`config.mk`:
```
export PLATFORM = sky130hd
export DESIGN_NAME = mult32x32
export DESIGN_NICKNAME = d
export VERILOG_FILES = /design/src/rtl/mult32x32_pkg.sv /design/src/rtl/mult32x32_arith.sv /design/src/rtl/mult32x32.sv
export SDC_FILE = /design/constraint.sdc
export NUM_CORES = 1
export LEC_CHECK = 0
export CAP_MARGIN = 0
export CORE_MARGIN = 2
export CORE_UTILIZATION = 60
export DETAILED_ROUTE_END_ITERATION = 7
export PLACE_DENSITY = 0.87
export SLEW_MARGIN = 20
export SYNTH_ARGS = -nofsm -noshare
export SYNTH_HDL_FRONTEND = slang
export SYNTH_SLANG_ARGS = --single-unit
```
`constraint.sdc`:
```
create_clock -name clk -period 10.6 [get_ports clk]
set_input_delay 1.59 -clock clk [delete_from_list [all_inputs] [get_ports clk]]
set_output_delay 1.59 -clock clk [all_outputs]
set_load 0.02 [all_outputs]
```
`src/rtl/mult32x32_pkg.sv`:
```
// rtl/mult32x32_pkg.sv - shared types and widths for the mult32x32 sequential multiplier
// Purpose: step-state enum and fixed widths used by the top FSM and the datapath.
// Ports: none (package).
package mult32x32_pkg;

  localparam int OPERAND_W = 32;
  localparam int PRODUCT_W = 64;
  localparam int A_SEL_W   = 2;
  localparam int B_SEL_W   = 1;
  localparam int PP_W      = 24;

  // P0..P7 are encoded as 1..8, so the step index k is state - 1.
  typedef enum logic [3:0] {
    IDLE = 4'd0,
    P0   = 4'd1,
    P1   = 4'd2,
    P2   = 4'd3,
    P3   = 4'd4,
    P4   = 4'd5,
    P5   = 4'd6,
    P6   = 4'd7,
    P7   = 4'd8
  } state_e;

endpackage

```
`src/rtl/mult32x32_arith.sv`:
```
// rtl/mult32x32_arith.sv - operand registers, 8x16 partial product and 64-bit accumulator
// Purpose: latch operands, form a_byte*b_half, shift into place and accumulate.
// Ports:
//   clk_i       rising-edge clock
//   rst_ni      asynchronous active-low reset
//   clr_prod_i  latch a_i/b_i and clear the product register
//   upd_prod_i  add the current shifted partial product to the product register
//   a_sel_i     which byte of the latched a (0..3)
//   b_sel_i     which halfword of the latched b (0..1)
//   a_i, b_i    operands presented at start
//   product_o   product register
module mult32x32_arith
  import mult32x32_pkg::*;
(
  input  logic                 clk_i,
  input  logic                 rst_ni,
  input  logic                 clr_prod_i,
  input  logic                 upd_prod_i,
  input  logic [A_SEL_W-1:0]   a_sel_i,
  input  logic [B_SEL_W-1:0]   b_sel_i,
  input  logic [OPERAND_W-1:0] a_i,
  input  logic [OPERAND_W-1:0] b_i,
  output logic [PRODUCT_W-1:0] product_o
);

  logic [OPERAND_W-1:0] a_q, a_d;
  logic [OPERAND_W-1:0] b_q, b_d;
  logic [PRODUCT_W-1:0] prod_q, prod_d;
  logic [7:0]           a_byte;
  logic [15:0]          b_half;
  logic [PP_W-1:0]      pp;
  logic [5:0]           shamt;
  logic [PRODUCT_W-1:0] pp_shift;

  always_comb begin
    a_byte = a_q[7:0];
    case (a_sel_i)
      2'd0:    a_byte = a_q[7:0];
      2'd1:    a_byte = a_q[15:8];
      2'd2:    a_byte = a_q[23:16];
      default: a_byte = a_q[31:24];
    endcase
  end

  assign b_half = b_sel_i[0] ? b_q[31:16] : b_q[15:0];

  assign pp = {16'b0, a_byte} * {8'b0, b_half};

  // Shift by 8*a_sel + 16*b_sel; the largest placement (24 bits at 40) still fits in 64.
  assign shamt    = {1'b0, a_sel_i, 3'b000} + {1'b0, b_sel_i, 4'b0000};
  assign pp_shift = {40'b0, pp} << shamt;

  always_comb begin
    a_d    = a_q;
    b_d    = b_q;
    prod_d = prod_q;
    if (clr_prod_i) begin
      a_d    = a_i;
      b_d    = b_i;
      prod_d = '0;
    end else if (upd_prod_i) begin
      prod_d = prod_q + pp_shift;
    end
  end

  always_ff @(posedge clk_i or negedge rst_ni) begin
    if (!rst_ni) begin
      a_q    <= '0;
      b_q    <= '0;
      prod_q <= '0;
    end else begin
      a_q    <= a_d;
      b_q    <= b_d;
      prod_q <= prod_d;
    end
  end

  assign product_o = prod_q;

endmodule

```
`src/rtl/mult32x32.sv`:
```
// rtl/mult32x32.sv - sequential unsigned 32x32->64 multiplier with start/busy handshake
// Purpose: step FSM (IDLE, P0..P7) sequencing the 8x16 datapath over 8 cycles.
// Ports:
//   clk      rising-edge clock
//   reset    asynchronous active-low reset
//   start    request, sampled while idle
//   a, b     unsigned operands, latched at the accepted start
//   busy     registered, high for exactly 8 cycles per job
//   product  accumulated result, final when busy falls
module mult32x32
  import mult32x32_pkg::*;
(
  input  logic                 clk,
  input  logic                 reset,
  input  logic                 start,
  input  logic [OPERAND_W-1:0] a,
  input  logic [OPERAND_W-1:0] b,
  output logic                 busy,
  output logic [PRODUCT_W-1:0] product
);

  state_e               state_q, state_d;
  logic                 busy_q, busy_d;
  logic                 clr_prod, upd_prod;
  logic [2:0]           step;
  logic [A_SEL_W-1:0]   a_sel;
  logic [B_SEL_W-1:0]   b_sel;

  // Step k = state - 1: low two bits pick the a byte, bit 2 picks the b half.
  assign step  = 3'(state_q - 4'd1);
  assign a_sel = step[1:0];
  assign b_sel = step[2:2];

  always_comb begin
    state_d  = state_q;
    clr_prod = 1'b0;
    upd_prod = 1'b0;
    case (state_q)
      IDLE: begin
        if (start) begin
          clr_prod = 1'b1;
          state_d  = P0;
        end
      end
      P0, P1, P2, P3, P4, P5, P6: begin
        upd_prod = 1'b1;
        state_d  = state_e'(state_q + 4'd1);
      end
      P7: begin
        upd_prod = 1'b1;
        state_d  = IDLE;
      end
      default: state_d = IDLE;
    endcase
    busy_d = (state_d != IDLE);
  end

  always_ff @(posedge clk or negedge reset) begin
    if (!reset) begin
      state_q <= IDLE;
      busy_q  <= 1'b0;
    end else begin
      state_q <= state_d;
      busy_q  <= busy_d;
    end
  end

  assign busy = busy_q;

  mult32x32_arith u_arith (
    .clk_i      (clk),
    .rst_ni     (reset),
    .clr_prod_i (clr_prod),
    .upd_prod_i (upd_prod),
    .a_sel_i    (a_sel),
    .b_sel_i    (b_sel),
    .a_i        (a),
    .b_i        (b),
    .product_o  (product)
  );

endmodule

```
Word level (Yosys, flattened, before mapping)
Index checks and enable logic that the tools add are counted. W data, S select, Z words.

Word-level logic and storage cells: 36. Output and inout bits: 65. Bits in registers: 133. Bits of input ports: 67.

Mux-type cells: 9. Add/sub/neg operators: 4. Multiply operators: 1. Reductions and logical operators: 6. Shifts and indexed selects: 1. Equal/unequal tests: 10.

Operator list (count): $mux W64 (2); $add A64 B64 Y64 (1); $shl A24 B6 Y64 (1); $mul A8 B16 Y24 (1); $pmux W8 S3 (1); $eq A4 B3 Y1 const B (4); $mux W16 (1); $eq A4 B2 Y1 const B (2); $pmux W4 S2 (1); $reduce_or A8 Y1 (1); $reduce_or A7 Y1 (1); $add A5 B5 Y6 (1); $add A4 B1 Y4 const B (1); $eq A4 B1 Y1 const B (1); $eq A4 B4 Y1 const B (1); $logic_not A4 Y1 (1); $mux W4 (1); $reduce_bool A4 Y1 (1); $mux W1 (3); $sub A3 B1 Y3 const B (1); $eq A2 B1 Y1 const B (1); $eq A2 B2 Y1 const B (1); $logic_not A2 Y1 (1); $reduce_bool A2 Y1 (1).

Logic depth before layout (Yosys ltp)
Gate-level depths: netlist of the first run.

Depth in word-level cells: 8. Gate-level depth with buffers: 40. Depth with buffers taken out: 38.

Modules after synthesis
From an unflattened synthesis of the first run, not the netlist that was laid out.

Cell total of the unflattened synthesis: 1551. Area total of the unflattened synthesis: 13704.4 µm².

Modules (own cells, without submodules): mult32x32_arith (times used 1, cells an instance 1518, area an instance 13337.8 µm²); mult32x32 (times used 1, cells an instance 33, area an instance 366.6 µm²).

Worst setup path after synthesis of the first run
No wires, ideal clock.

Kind: reg2reg. Start point: register state_q[0]. End point: register u_arith.prod_q[61] (netlist: u_arith.product_o[61]). Data arrival time: 9.037 ns. Slack: 1.480 ns. Setup time: 0.083 ns. Cell stages (with the launch flop): 37. Path buffers: 2. Cell sequence: dfrtp_1 -> clkinv_1 -> ha_1 -> xor2_2 -> clkbuf_1 -> mux2i_1 -> nor2_1 -> fa_1 -> fa_1 -> fa_1 -> inv_1 -> fa_1 -> inv_1 -> ha_1 -> a21o_1 -> a21o_1 -> a21o_1 -> a21oi_1 -> o21ai_1 -> a31oi_1 -> nand2b_1 -> a211oi_1 -> mux2_2 -> a21oi_1 -> nor2_1 -> ha_1 -> clkbuf_1 -> nand4_1 -> a2111o_1 -> a21oi_1 -> o31ai_1 -> a211oi_2 -> o21ai_2 -> o41ai_4 -> a31oi_1 -> xor2_1 -> o21ai_0.

Word-level cells in the longest chain between the ends: 8. Elaborated cells on any way between the ends: 25. Those cells by class: add/sub (3); mul (1); eq/ne (10); shift (1); mux (6); reduce/logical (4).

RTL lines: from (decl) (line mult32x32.sv:22) `state_e state_q, state_d;`; from (signal assigned) (line mult32x32.sv:63) `state_q <= state_d;`; $sub A3 B1 Y3 (line mult32x32.sv:30) `assign step = 3'(state_q - 4'd1);`; $eq A2 B2 Y1, or another cell as far along (line mult32x32_arith.sv:37) `case (a_sel_i)`; $pmux W8 S3 (line mult32x32_arith.sv:37); $mul A8 B16 Y24 (line mult32x32_arith.sv:47) `assign pp = {16'b0, a_byte} * {8'b0, b_half};`; $shl A24 B6 Y64 (line mult32x32_arith.sv:51) `assign pp_shift = {40'b0, pp} << shamt;`; $add A64 B64 Y64 (line mult32x32_arith.sv:62) `prod_d = prod_q + pp_shift;`; $mux W64 (line mult32x32_arith.sv:61) `end else if (upd_prod_i) begin`; $mux W64 (line mult32x32_arith.sv:57) `if (clr_prod_i) begin`; to (signal assigned) (line mult32x32_arith.sv:74) `prod_q <= prod_d;`; to (decl) (line mult32x32_arith.sv:28) `logic [PRODUCT_W-1:0] prod_q, prod_d;`.

Several ways; a longest one is shown, not always the timed one. The select of a mux whose other input is x is not followed. A chain may end at the register's enable or synchronous reset.

Final worst setup path of the first run
Start point: register state_q[0]. End point: register u_arith.prod_q[63] (netlist: u_arith.product_o[63]).

Same word-level chain as after synthesis.

==> results of run 1 <==
-- final timing paths --
path                                 start               endpoint
hold reg to reg            u_arith.a_q[12]        u_arith.a_q[12]
hold / removal             u_arith.a_q[12]        u_arith.a_q[12]
setup / recovery                state_q[0]  u_arith.product_o[63]
setup reg to reg                state_q[0]  u_arith.product_o[63]
min in group asynchronous            reset  u_arith.product_o[40]
max in group asynchronous            reset        u_arith.b_q[22]
-- cells by family (layout without fill, tap and decap cells) --
| logic type | after synthesis | count (layout) | synth area share |
|---|---|---|---|
| compound gates | 397 | 397 | 0.192 |
| mux | 23 | 23 | 0.0171 |
| flops | 133 | 133 | 0.245 |
| xor+xnor | 82 | 82 | 0.0540 |
| buf+inv | 201 | 301 | 0.0560 |
| fa+ha+maj | 200 | 200 | 0.231 |
| simple gates | 654 | 654 | 0.204 |
-- tightest hold or removal path, delay by kind of cell (launching register included) --
| kind | cells | cell delay (ps) |
|---|---|---|
| simple gates | 2 | 110 |
| flops | 1 | 350 |
-- Yosys cell counts, types with 7 or more instances --
master and instances:
or2_2 20, nor2b_1 16, o21ai_0 100, xnor2_1 50
and3_1 13, a31oi_1 10, nor2_1 193, inv_1 120
mux2i_1 21, a211oi_1 9, ha_1 115, o22ai_1 13
dfrtp_1 133, nand3_1 12, a21oi_1 89, a22o_1 10
o21bai_1 16, nor3_1 11, nand2b_1 17, xor2_1 30
a222oi_1 8, nand2_1 331, and2_1 7, o21ai_1 17
clkbuf_1 71, o21a_1 10, nand4_1 19, a21o_1 53
fa_1 85
-- state kept, by name, summed over array words and instances (netlist names) --
name	flops
busy	1
u_arith.a_q	32
u_arith.b_q	32
u_arith.product_o	64
state_q	4
-- stage by stage --
step                      instances   util  setup slack, ps  hold WS [ps]  area, sq um
after floorplan                1690      -             1480           445        13600
after global placement         2043  0.672              747           458        15100
after detailed placement       2043  0.672              577           462        15100
after CTS                      2075  0.699              496           481        15700
after global routing           2075  0.701             13.9           499        15700
final                          2075  0.701              538           483        15700
-- final cells by class --
class                      count  area share
clock buffer                  17      0.0271
clock inverter                15      0.0115
inverter                     121      0.0291
multi-input combinational   1356       0.607
sequential                   133       0.212
tap                          285      0.0227
timing repair buffer         148      0.0914
-- layer usage --
layer,vias up,share of wire,GRT usage
li1,5879,-,-
met1,6118,0.42,0.457
met2,587,0.46,0.520
met3,119,0.088,0.0712
met4,0,0.035,0.127
met5,-,0,0
-- what timing repair did --
action	in CTS	in global routing
hold endpoints to repair	0	0
endpoints found under the setup margin	0	3
resized for setup	0	11
==> flow_summary.toml, run 1 <==
[floorplan]
start_util = 0.605
die_w_microns = 154
fp.dieArea_sq_um = 23900
core_sq_um = 22400
die_height_microns = 154
ios = 132
fp-row-count = 55

[synth]
synth_area_leaders = "dfrtp_1 (25%), fa_1 (13%), ha_1 (11%)"
syn_area_per_cell_sq_um = 8.04
netlist.top_cell.by_area = "dfrtp_1"
synthFlopType = "dfrtp_1"
synthesis.instances = 1690
synth-async-reset-ratio = 1.00
seq_area_frac_synth = 0.245
netlist.area_leader.share = 0.245
ys_seq_elements = 133
synthesis.nets = 1957
synth.distinct_cells = 73
synth-edff-count = 0
ys_warn_count = 0
netlist_area_sq_um = 13600

[clocking]
clock_path_buffers = 2
cts_root_buf = "clkbuf_16"
cts_tree = "done"
cts.sinks = 133
h-tree-depth = 4
clk-insertion-delay-late_ps = 450
cts.clk_slew.worst_paths_ps = 70
post_cts_buffers = 0
hold_buffers = 0
cts_buffers = 17

[timing]
setup_viol_count_final = 0
slew-limit-headroom = 0.375
finalCriticalPeriod_ps = 10060
hold_viol_final = 0
fin_crit_sh = 0.949
rsz0062_at_grt = "no"
tightest_slew_ps = 937
fin_skew_ps = 12.2
setup_tns_ps = 0
fmax_ghz = 0.0994
drv_slew = 0

[drt]
drc_errors = 0
drt_iter0_drc = 1140
first_pass_iters = 6
ant_nets = 0
drt-vias-per-instance = 6.12
finalWirelength_mm = 38.9
vias = 12700
wl_per_cell_microns = 18.7

[final_layout]
drive_gt1_frac = 0.0609
multi_input_area_sq_um = 9540
final_cell_mix = "nand2_1 (330), nor2_1 (193), dfrtp_1 (133), clkdlybuf4s50_1 (130), inv_1 (119)"
fill_cells = 1762
layout_commonest_cell = "nand2_1"
layout.nets = 2044
area_delta_synth_final_pct = 15.8
antenna_cells = 0
regArea_sq_um = 3330

[critical_path]
worstPathMaxFanout = 11
rr_worst_depth = 37
cp_slowest_cell = "fa_1"
crit_cells = 37
r2r_slack_ps = 540
path_buf_inv = 5
critPathLaunchType = "flip-flop"
cp.required_ps = 10960
critPathMaxStageDelay_ps = 540
crit_top_cell = "fa_1"
critPathArrivalTime_ps = 10420
cpLargestDelayFamily = "compound AO/OA/AOI/OAI gates"
end_kind = "flip-flop"
crit_type = "reg -> reg"

[job]
drv_cap = 0

[min_path]
holdPathStages = 2
hp-class = "reg -> reg"

[place]
io_buffers = 131
place_hpwl_mm = 29.0
place_congestion = 1.00

[grt]
grt_use_total = 0.333
grt-ovfl-total = 0
grt_max_degree = 74
grt_pass1_vias = 12500
antenna_found_initial = 0
grt_pass1_wl_mm = 63.6

[status]
outcome = "finished clean"
Power of run 1 is not shown: default switching activity piles up to over one toggle a cycle in this logic, so the estimate is an artifact.
==> run 2: changes to the inputs <==
- PLACE_DENSITY: 0.87 -> 0.81
- SETUP_SLACK_MARGIN: unset -> 0.5
==> flow_summary.toml, run 2 (synthesis results as in run 1) <==
[drt]
ant_nets = 0
first_pass_iters = 7
drt-vias-per-instance = 6.03
vias = 12600
wl_per_cell_microns = 18.7
drt_iter0_drc = 1227
finalWirelength_mm = 38.9
drc_errors = 0

[final_layout]
antenna_cells = 0
final_cell_mix = "nand2_1 (330), nor2_1 (193), dfrtp_1 (133), clkdlybuf4s50_1 (130), inv_1 (119)"
area_delta_synth_final_pct = 16.6
finish.instance_area_sq_um = 15800
largest_register_ffs = 64
drive_gt1_frac = 0.0711
layout.nets = 2054
regArea_sq_um = 3330
fill_cells = 1818
layout_commonest_cell = "nand2_1"
multi_input_area_sq_um = 9600
final_cells = 2085

[clocking]
cts_buffers = 17
clk-insertion-delay-late_ps = 440
h-tree-depth = 4
cts.clk_slew.worst_paths_ps = 70
hold_buffers = 0
cts_tree = "done"
cts.sinks = 133
cts_root_buf = "clkbuf_16"
clock_path_buffers = 2

[place]
placed_area_sq_um = 15100
io_buffers = 131
place_congestion = 0.997
pre_cts_slack_ps = 688
place_hpwl_mm = 29.2
dpl.cell_count = 2046

[grt]
antenna_found_initial = 0
grt_use_total = 0.325
grt_pass1_vias = 12200
grt_max_degree = 72
grt_pass1_wl_mm = 62.0
grt-ovfl-total = 0

[timing]
tightest_slew_ps = 914
setup_viol_count_final = 0
setup_ws_ps = 826
fin_skew_ps = 12.3
rsz0062_at_grt = "yes"
setup_tns_ps = 0
fin_crit_sh = 0.922
hold_viol_final = 0
finalCriticalPeriod_ps = 9770
slew-limit-headroom = 0.391
drv_slew = 0
fmax_ghz = 0.102

[critical_path]
critPathArrivalTime_ps = 10060
critPathLaunchType = "flip-flop"
critPathMaxStageDelay_ps = 550
crit_type = "reg -> reg"
r2r_start = "state_q[1]"
worstSetupStartpoint = "state_q[1]"
cp_slowest_cell = "fa_1"
path_buf_inv = 6
cpLargestDelayFamily = "adder cells"
worstPathMaxFanout = 8
end_kind = "flip-flop"
cp.required_ps = 10890

[floorplan]
ios = 132
fp.dieArea_sq_um = 23900
die_w_microns = 154
start_util = 0.605
die_height_microns = 154
fp-row-count = 55
core_sq_um = 22400

[status]
outcome = "finished clean"

[min_path]
hold_start = "u_arith.b_q[14]"
hp-class = "reg -> reg"

[job]
drv_cap = 0
[run 2: cell count changes in the layout (fill, tap and decap cells not counted), sizes merged]
cell	change
inv	-2
buf	+10
clkinvlp	+3
bufinv	-1
[run 2: path summary, 6_finish.rpt]
path / endpoint / cells after the start / slack [ps]
worst min-delay path: u_arith.b_q[14] / 2 / 480
worst min register to register: u_arith.b_q[14] / 2 / 480
max in group asynchronous: u_arith.b_q[28] / 2 / 7920
worst max register to register: u_arith.product_o[54] / 35 / 830
min in group asynchronous: u_arith.product_o[38] / 1 / 1250
worst max-delay path: u_arith.product_o[54] / 35 / 830
[run 2: tightest hold or removal path, cell delays in order, from the launching register on]
cell,delay (ps)
dfrtp_1,340
nand2_1,50
nand2_1,50
[run 2: final cells by class]
class,instances,share of cell area
repair buffers,158,0.0957
well taps,285,0.0225
clock buffers,17,0.0269
inverters,121,0.0289
flip-flops and latches,133,0.210
clock inverters,15,0.00980
multi-input cells,1356,0.606
[run 2: through the flow]
step,utilization,hold slack (ps)
floorplan,-,445
global placement,0.673,457
detailed placement,0.673,461
CTS,0.699,480
global route,0.706,494
finish,0.706,477
[run 2: routing by layer]
metal / vias to the layer above / routed length, microns / track usage
met3: 65 / 2710 / 0.0530
met2: 483 / 18500 / 0.533
met1: 6136 / 17000 / 0.453
li1: 5892 / - / -
met4: 0 / 709 / 0.0811
met5: - / 0 / 0
[run 2: what timing repair did]
item | CTS | global route
setup endpoints to repair | 0 | 21
buffers inserted | 0 | 7
resized for setup | 0 | 24
Power of run 2 is left out for the same reason.
